==> src/rtl/mnist_argmax_classifier_if.sv <==
// Score stream in and argmax result out for the MNIST classifier stage.
// The stage itself uses the slave view; whoever feeds scores uses the master view.
interface mnist_argmax_classifier_if #(
  parameter int ACC_WIDTH   = 32,
  parameter int NUM_CLASSES = 10,
  parameter int IDX_WIDTH   = 4
);
  logic                        start;
  logic                        score_valid;
  logic signed [ACC_WIDTH-1:0] score_data;
  logic                        score_last;
  logic                        busy;
  logic                        ready;
  logic [NUM_CLASSES-1:0]      classes;
  logic [IDX_WIDTH-1:0]        class_idx;
  logic signed [ACC_WIDTH-1:0] max_score;
  logic                        error;

  modport master (
    output start, score_valid, score_data, score_last,
    input  busy, ready, classes, class_idx, max_score, error
  );

  modport slave (
    input  start, score_valid, score_data, score_last,
    output busy, ready, classes, class_idx, max_score, error
  );
endinterface

==> src/rtl/mnist_argmax_classifier.sv <==
// Running-maximum argmax over the NUM_CLASSES scores of one image.
// The result is presented as one-hot and binary index, flagged by ready.
module mnist_argmax_classifier #(
  parameter int ACC_WIDTH   = 32,
  parameter int NUM_CLASSES = 10,
  parameter int IDX_WIDTH   = 4
) (
  input logic clk,
  input logic reset,
  mnist_argmax_classifier_if.slave link
);

  typedef enum logic [1:0] {IDLE, COLLECT, DONE} state_t;

  localparam logic [IDX_WIDTH-1:0] LAST_IDX = IDX_WIDTH'(NUM_CLASSES - 1);
  localparam logic signed [ACC_WIDTH-1:0] MOST_NEG = {1'b1, {(ACC_WIDTH-1){1'b0}}};
  localparam logic [NUM_CLASSES-1:0] ONE_HOT0 = {{(NUM_CLASSES-1){1'b0}}, 1'b1};

  state_t                      state_q, state_d;
  logic [IDX_WIDTH-1:0]        count_q, count_d;
  logic signed [ACC_WIDTH-1:0] run_max_q, run_max_d;
  logic [IDX_WIDTH-1:0]        run_idx_q, run_idx_d;
  logic                        ready_q, ready_d;
  logic                        error_q, error_d;
  logic [NUM_CLASSES-1:0]      classes_q, classes_d;
  logic [IDX_WIDTH-1:0]        class_idx_q, class_idx_d;
  logic signed [ACC_WIDTH-1:0] max_score_q, max_score_d;

  logic                        take;
  logic signed [ACC_WIDTH-1:0] cand_max;
  logic [IDX_WIDTH-1:0]        cand_idx;

  always_ff @(posedge clk or posedge reset) begin
    if (reset) begin
      state_q     <= IDLE;
      count_q     <= '0;
      run_max_q   <= '0;
      run_idx_q   <= '0;
      ready_q     <= 1'b0;
      error_q     <= 1'b0;
      classes_q   <= '0;
      class_idx_q <= '0;
      max_score_q <= '0;
    end else begin
      state_q     <= state_d;
      count_q     <= count_d;
      run_max_q   <= run_max_d;
      run_idx_q   <= run_idx_d;
      ready_q     <= ready_d;
      error_q     <= error_d;
      classes_q   <= classes_d;
      class_idx_q <= class_idx_d;
      max_score_q <= max_score_d;
    end
  end

  always_comb begin
    state_d     = state_q;
    count_d     = count_q;
    run_max_d   = run_max_q;
    run_idx_d   = run_idx_q;
    ready_d     = ready_q;
    error_d     = error_q;
    classes_d   = classes_q;
    class_idx_d = class_idx_q;
    max_score_d = max_score_q;

    // Strict compare so an equal later score never displaces an earlier winner.
    take     = link.score_data > run_max_q;
    cand_max = take ? link.score_data : run_max_q;
    cand_idx = take ? count_q : run_idx_q;

    if (link.start) begin
      state_d     = COLLECT;
      count_d     = '0;
      run_max_d   = MOST_NEG;
      run_idx_d   = '0;
      ready_d     = 1'b0;
      error_d     = 1'b0;
      classes_d   = '0;
      class_idx_d = '0;
      max_score_d = '0;
    end else if (state_q == COLLECT && link.score_valid) begin
      count_d   = count_q + 1'b1;
      run_max_d = cand_max;
      run_idx_d = cand_idx;
      if (count_q == LAST_IDX) begin
        state_d     = DONE;
        ready_d     = 1'b1;
        classes_d   = ONE_HOT0 << cand_idx;
        class_idx_d = cand_idx;
        max_score_d = cand_max;
      end else if (link.score_last) begin
        // Short frame: no winner is reported, the all-ones index marks it.
        state_d     = DONE;
        ready_d     = 1'b1;
        error_d     = 1'b1;
        classes_d   = '0;
        class_idx_d = '1;
        max_score_d = '0;
      end
    end
  end

  assign link.busy      = (state_q == COLLECT);
  assign link.ready     = ready_q;
  assign link.error     = error_q;
  assign link.classes   = classes_q;
  assign link.class_idx = class_idx_q;
  assign link.max_score = max_score_q;

endmodule

==> src/flat_wrapper.sv <==
// flat-port wrapper written by rule: the top's interface ports become plain ports
module mnist_argmax_classifier_flat 
#(
  parameter int ACC_WIDTH   = 32,
  parameter int NUM_CLASSES = 10,
  parameter int IDX_WIDTH   = 4
)
  (clk, reset, link_start, link_score_valid, link_score_data, link_score_last, link_busy, link_ready, link_classes, link_class_idx, link_max_score, link_error);
  mnist_argmax_classifier_if #(.ACC_WIDTH(ACC_WIDTH), .NUM_CLASSES(NUM_CLASSES), .IDX_WIDTH(IDX_WIDTH)) link_i ();
  input logic clk;
  input logic reset;
  input wire logic [$bits(link_i.start)-1:0] link_start;
  input wire logic [$bits(link_i.score_valid)-1:0] link_score_valid;
  input wire logic [$bits(link_i.score_data)-1:0] link_score_data;
  input wire logic [$bits(link_i.score_last)-1:0] link_score_last;
  output wire logic [$bits(link_i.busy)-1:0] link_busy;
  output wire logic [$bits(link_i.ready)-1:0] link_ready;
  output wire logic [$bits(link_i.classes)-1:0] link_classes;
  output wire logic [$bits(link_i.class_idx)-1:0] link_class_idx;
  output wire logic [$bits(link_i.max_score)-1:0] link_max_score;
  output wire logic [$bits(link_i.error)-1:0] link_error;
  assign link_i.start = link_start;
  assign link_i.score_valid = link_score_valid;
  assign link_i.score_data = link_score_data;
  assign link_i.score_last = link_score_last;
  assign link_busy = link_i.busy;
  assign link_ready = link_i.ready;
  assign link_classes = link_i.classes;
  assign link_class_idx = link_i.class_idx;
  assign link_max_score = link_i.max_score;
  assign link_error = link_i.error;
  mnist_argmax_classifier #(.ACC_WIDTH(ACC_WIDTH), .NUM_CLASSES(NUM_CLASSES), .IDX_WIDTH(IDX_WIDTH)) u_core (.clk(clk), .reset(reset), .link(link_i));
endmodule
==> config.mk <==
export PLATFORM = sky130hd
export DESIGN_NAME = mnist_argmax_classifier_flat
export DESIGN_NICKNAME = d
export VERILOG_FILES = /design/src/rtl/mnist_argmax_classifier_if.sv /design/src/rtl/mnist_argmax_classifier.sv /design/src/flat_wrapper.sv
export SDC_FILE = /design/constraint.sdc
export NUM_CORES = 1
export LEC_CHECK = 0
export CAP_MARGIN = 15
export CORE_MARGIN = 2
export CORE_UTILIZATION = 54
export DETAILED_ROUTE_END_ITERATION = 10
export PLACE_DENSITY = 0.88
export SLEW_MARGIN = 20
export SYNTH_ARGS = -nofsm -noshare
export SYNTH_HDL_FRONTEND = slang
export SYNTH_SLANG_ARGS = --single-unit
==> constraint.sdc <==
create_clock -name clk -period 3.5 [get_ports clk]
set_input_delay 0.7 -clock clk [delete_from_list [all_inputs] [get_ports clk]]
set_output_delay 0.7 -clock clk [all_outputs]
set_load 0.01 [all_outputs]
==> flow_summary.json <==
{
  "cts_sinks": 89,
  "reg2reg_slack_ns": 0.64,
  "vias": 4759,
  "startpoint": "link_score_data[19]",
  "async_flop_share": 1.00,
  "ios": 86,
  "ys_seq_elements": 89,
  "leakage_nw": 2.69,
  "port_buffers": 85,
  "final_common_cell": "dfrtp_1",
  "cts_resized": 0,
  "max_freq_ghz": 0.310,
  "maxCapViolCount": 0,
  "seq_power_share": 0.414,
  "arrival_ns": 3.52,
  "cts_made_buffers": 9,
  "diodes": 0,
  "synth_ff_type": "dfrtp_1",
  "holdBufCountCts": 0,
  "cp_cell_sequence": "clkdlybuf4s50_1 -> ha_1 -> a21oi_1 -> o21a_1 -> o21bai_1 -> a2111oi_4 -> and3b_1 -> buf_4 -> o21ai_0 -> a31oi_1",
  "critPathSlowestCell": "clkdlybuf4s50_1",
  "wl_um": 14400,
  "firstDrtPassIters": 5,
  "grt_usage": 0.280,
  "critical_path.max_stage_delay_ns": 0.48,
  "r2r-start": "u_core.run_max_q[23]",
  "die_w_um": 103,
  "drtIter0Drc": 324,
  "path_buf_inv": 2,
  "synthCells": 530,
  "worst_pin_slew_ns": 0.683,
  "power_density_nw_per_um2": 399,
  "dp_hpwl_um": 9450,
  "dieArea_um2": 10600,
  "antenna_found_initial": 0,
  "cp_top_family": "compound AO/OA/AOI/OAI gates",
  "clockBufferDepth": 2,
  "hold_viol_final": 0,
  "rsz0062_at_grt": "no",
  "peakVddDrop_mv": 0.215,
  "syn2layout_area_growth_pct": 26.7,
  "swShare": 0.346,
  "fin_crit_sh": 0.922,
  "yosysWarnings": 0,
  "cts-root-buf": "clkbuf_8",
  "fin_skew_ns": 0.00835,
  "placed_area_um2": 6510,
  "final.min_clock_period_ns": 3.23,
  "outcome": "finished clean",
  "h-tree-depth": 3,
  "p_comb_frac": 0.295,
  "post_cts_buffers": 0,
  "worstSkewPairLatency_ns": 0.38,
  "core-area_um2": 9640,
  "start_util": 0.551,
  "layout_common_cells": "89 x dfrtp_1, 84 x clkdlybuf4s50_1, 83 x nand2_1",
  "p_sw_w": 0.000928,
  "die_h_um": 103,
  "ant_nets": 0,
  "finalMaxSlewViolations": 0,
  "timing_worst_setup_path_type": "primary input to register",
  "synthesis.area_um2": 5310,
  "rows": 36,
  "p_int_w": 0.00175,
  "setup_ws_ns": 0.273,
  "ys_seq_area_frac": 0.420,
  "avgViaCountPerCell": 6.24,
  "final_net_count": 696,
  "design_area_um2": 6730,
  "drcViolationCount": 0,
  "start_kind": "primary input",
  "path_clk_slew_ns": 0.09,
  "cts_tree": "built",
  "ys_types": 48,
  "pwr-share-clk": 0.291,
  "setup_viol": 0,
  "avgSynthCellArea_um2": 10.0,
  "drive_gt1_frac": 0.162,
  "synth_edf_count": 0,
  "hold_start": "u_core.link.max_score[22]",
  "post-route-util": 0.698,
  "crit_required_ns": 3.79,
  "globalplace.congestion": 0.835,
  "wl_per_cell_um": 18.8,
  "worstPathMaxFanout": 36,
  "hold_path_class": "register to register",
  "dpl_worst_slack_ns": -0.0598,
  "grt_max_degree": 65,
  "grt_pass1_vias": 4693,
  "grt_first_pass_wirelength_um": 23100,
  "relSlewSlack": 0.545,
  "endpoint_kind": "register",
  "synthesis.nets": 601,
  "overflow": 0
}
[cell families after synthesis]
family          synth area share
flops                      0.420
buf+inv                   0.0679
compound gates             0.259
fa+ha+maj                 0.0802
mux                      0.00943
simple gates               0.159
xor+xnor                 0.00495
[power by group through the flow]
stage / combinational [W] / clock, W / sequential, W
finish: 0.000791 / 0.000780 / 0.00111
global route: 0.000851 / 0.000823 / 0.00111
CTS: 0.000779 / 0.000787 / 0.00111
detailed placement: 0.000775 / 0 / 0.00113
global placement: 0.000754 / 0 / 0.00112
floorplan: 0.000501 / 0 / 0.00112
[worst min-delay path: stages, from the launching register on]
cell,delay (ns)
dfrtp_1,0.35
nand2_1,0.05
o211ai_1,0.07
[sequential cells by signal, summed over array words and instances (netlist names)]
| register | flops |
|---|---|
| u_core.link.max_score | 32 |
| u_core.link.error | 1 |
| u_core.state_q | 1 |
| u_core.link.classes | 10 |
| u_core.link.class_idx | 4 |
| u_core.run_max_q | 32 |
| u_core.count_q | 4 |
| u_core.link.ready | 1 |
| u_core.run_idx_q | 4 |
[final cells by class]
class | count | area [um2]
timing repair buffer | 129 | 1240
clock inverter | 5 | 80.1
sequential | 89 | 2230
clock buffer | 11 | 131
inverter | 37 | 140
multi-input combinational | 359 | 2740
tap | 133 | 166
fill | 699 | 2910
[synth_stat cells (all sizes together) (6+ instances only)]
library cell,n,area share
a21o,6,0.0085
a21oi,14,0.014
buf,17,0.022
clkbuf,28,0.020
dfrtp,89,0.42
ha,34,0.080
inv,37,0.026
nand2,83,0.059
nand3,11,0.010
nand4,41,0.050
nor2,16,0.012
o2111ai,30,0.050
o211ai,37,0.052
o21ai,9,0.0085
o31ai,30,0.086
[final timing paths]
kind                                        endpoint  cells after the start
max reg2reg                 u_core.link.class_idx[1]                     10
max                         u_core.link.class_idx[1]                     10
min in group asynchronous       u_core.run_max_q[13]                      2
min reg2reg                u_core.link.max_score[22]                      2
max in group asynchronous       u_core.run_max_q[31]                      3
min                        u_core.link.max_score[22]                      2
[per-stage QoR]
stage | TNS (ns) | hold slack, ns | total power [W] | cells
4_1_cts | 0 | 0.506 | 0.00267 | 763
5_1_grt | 0 | 0.532 | 0.00279 | 763
3_3_place_gp | 0 | 0.478 | 0.00188 | 747
6_report | 0 | 0.502 | 0.00268 | 763
2_1_floorplan | 0 | 0.506 | 0.00162 | 530
3_5_place_dp | -1.18 | 0.486 | 0.00190 | 747
[routing by layer]
metal | routed length [um] | up-vias | global-route usage | part of all wire
met5 | 0 | - | 0 | 0
met4 | 287 | 0 | 0.105 | 0.020
met3 | 954 | 25 | 0.0522 | 0.066
met2 | 7050 | 232 | 0.457 | 0.49
met1 | 6060 | 2337 | 0.373 | 0.42
li1 | - | 2165 | - | -
(Power assumes the default switching activity.)
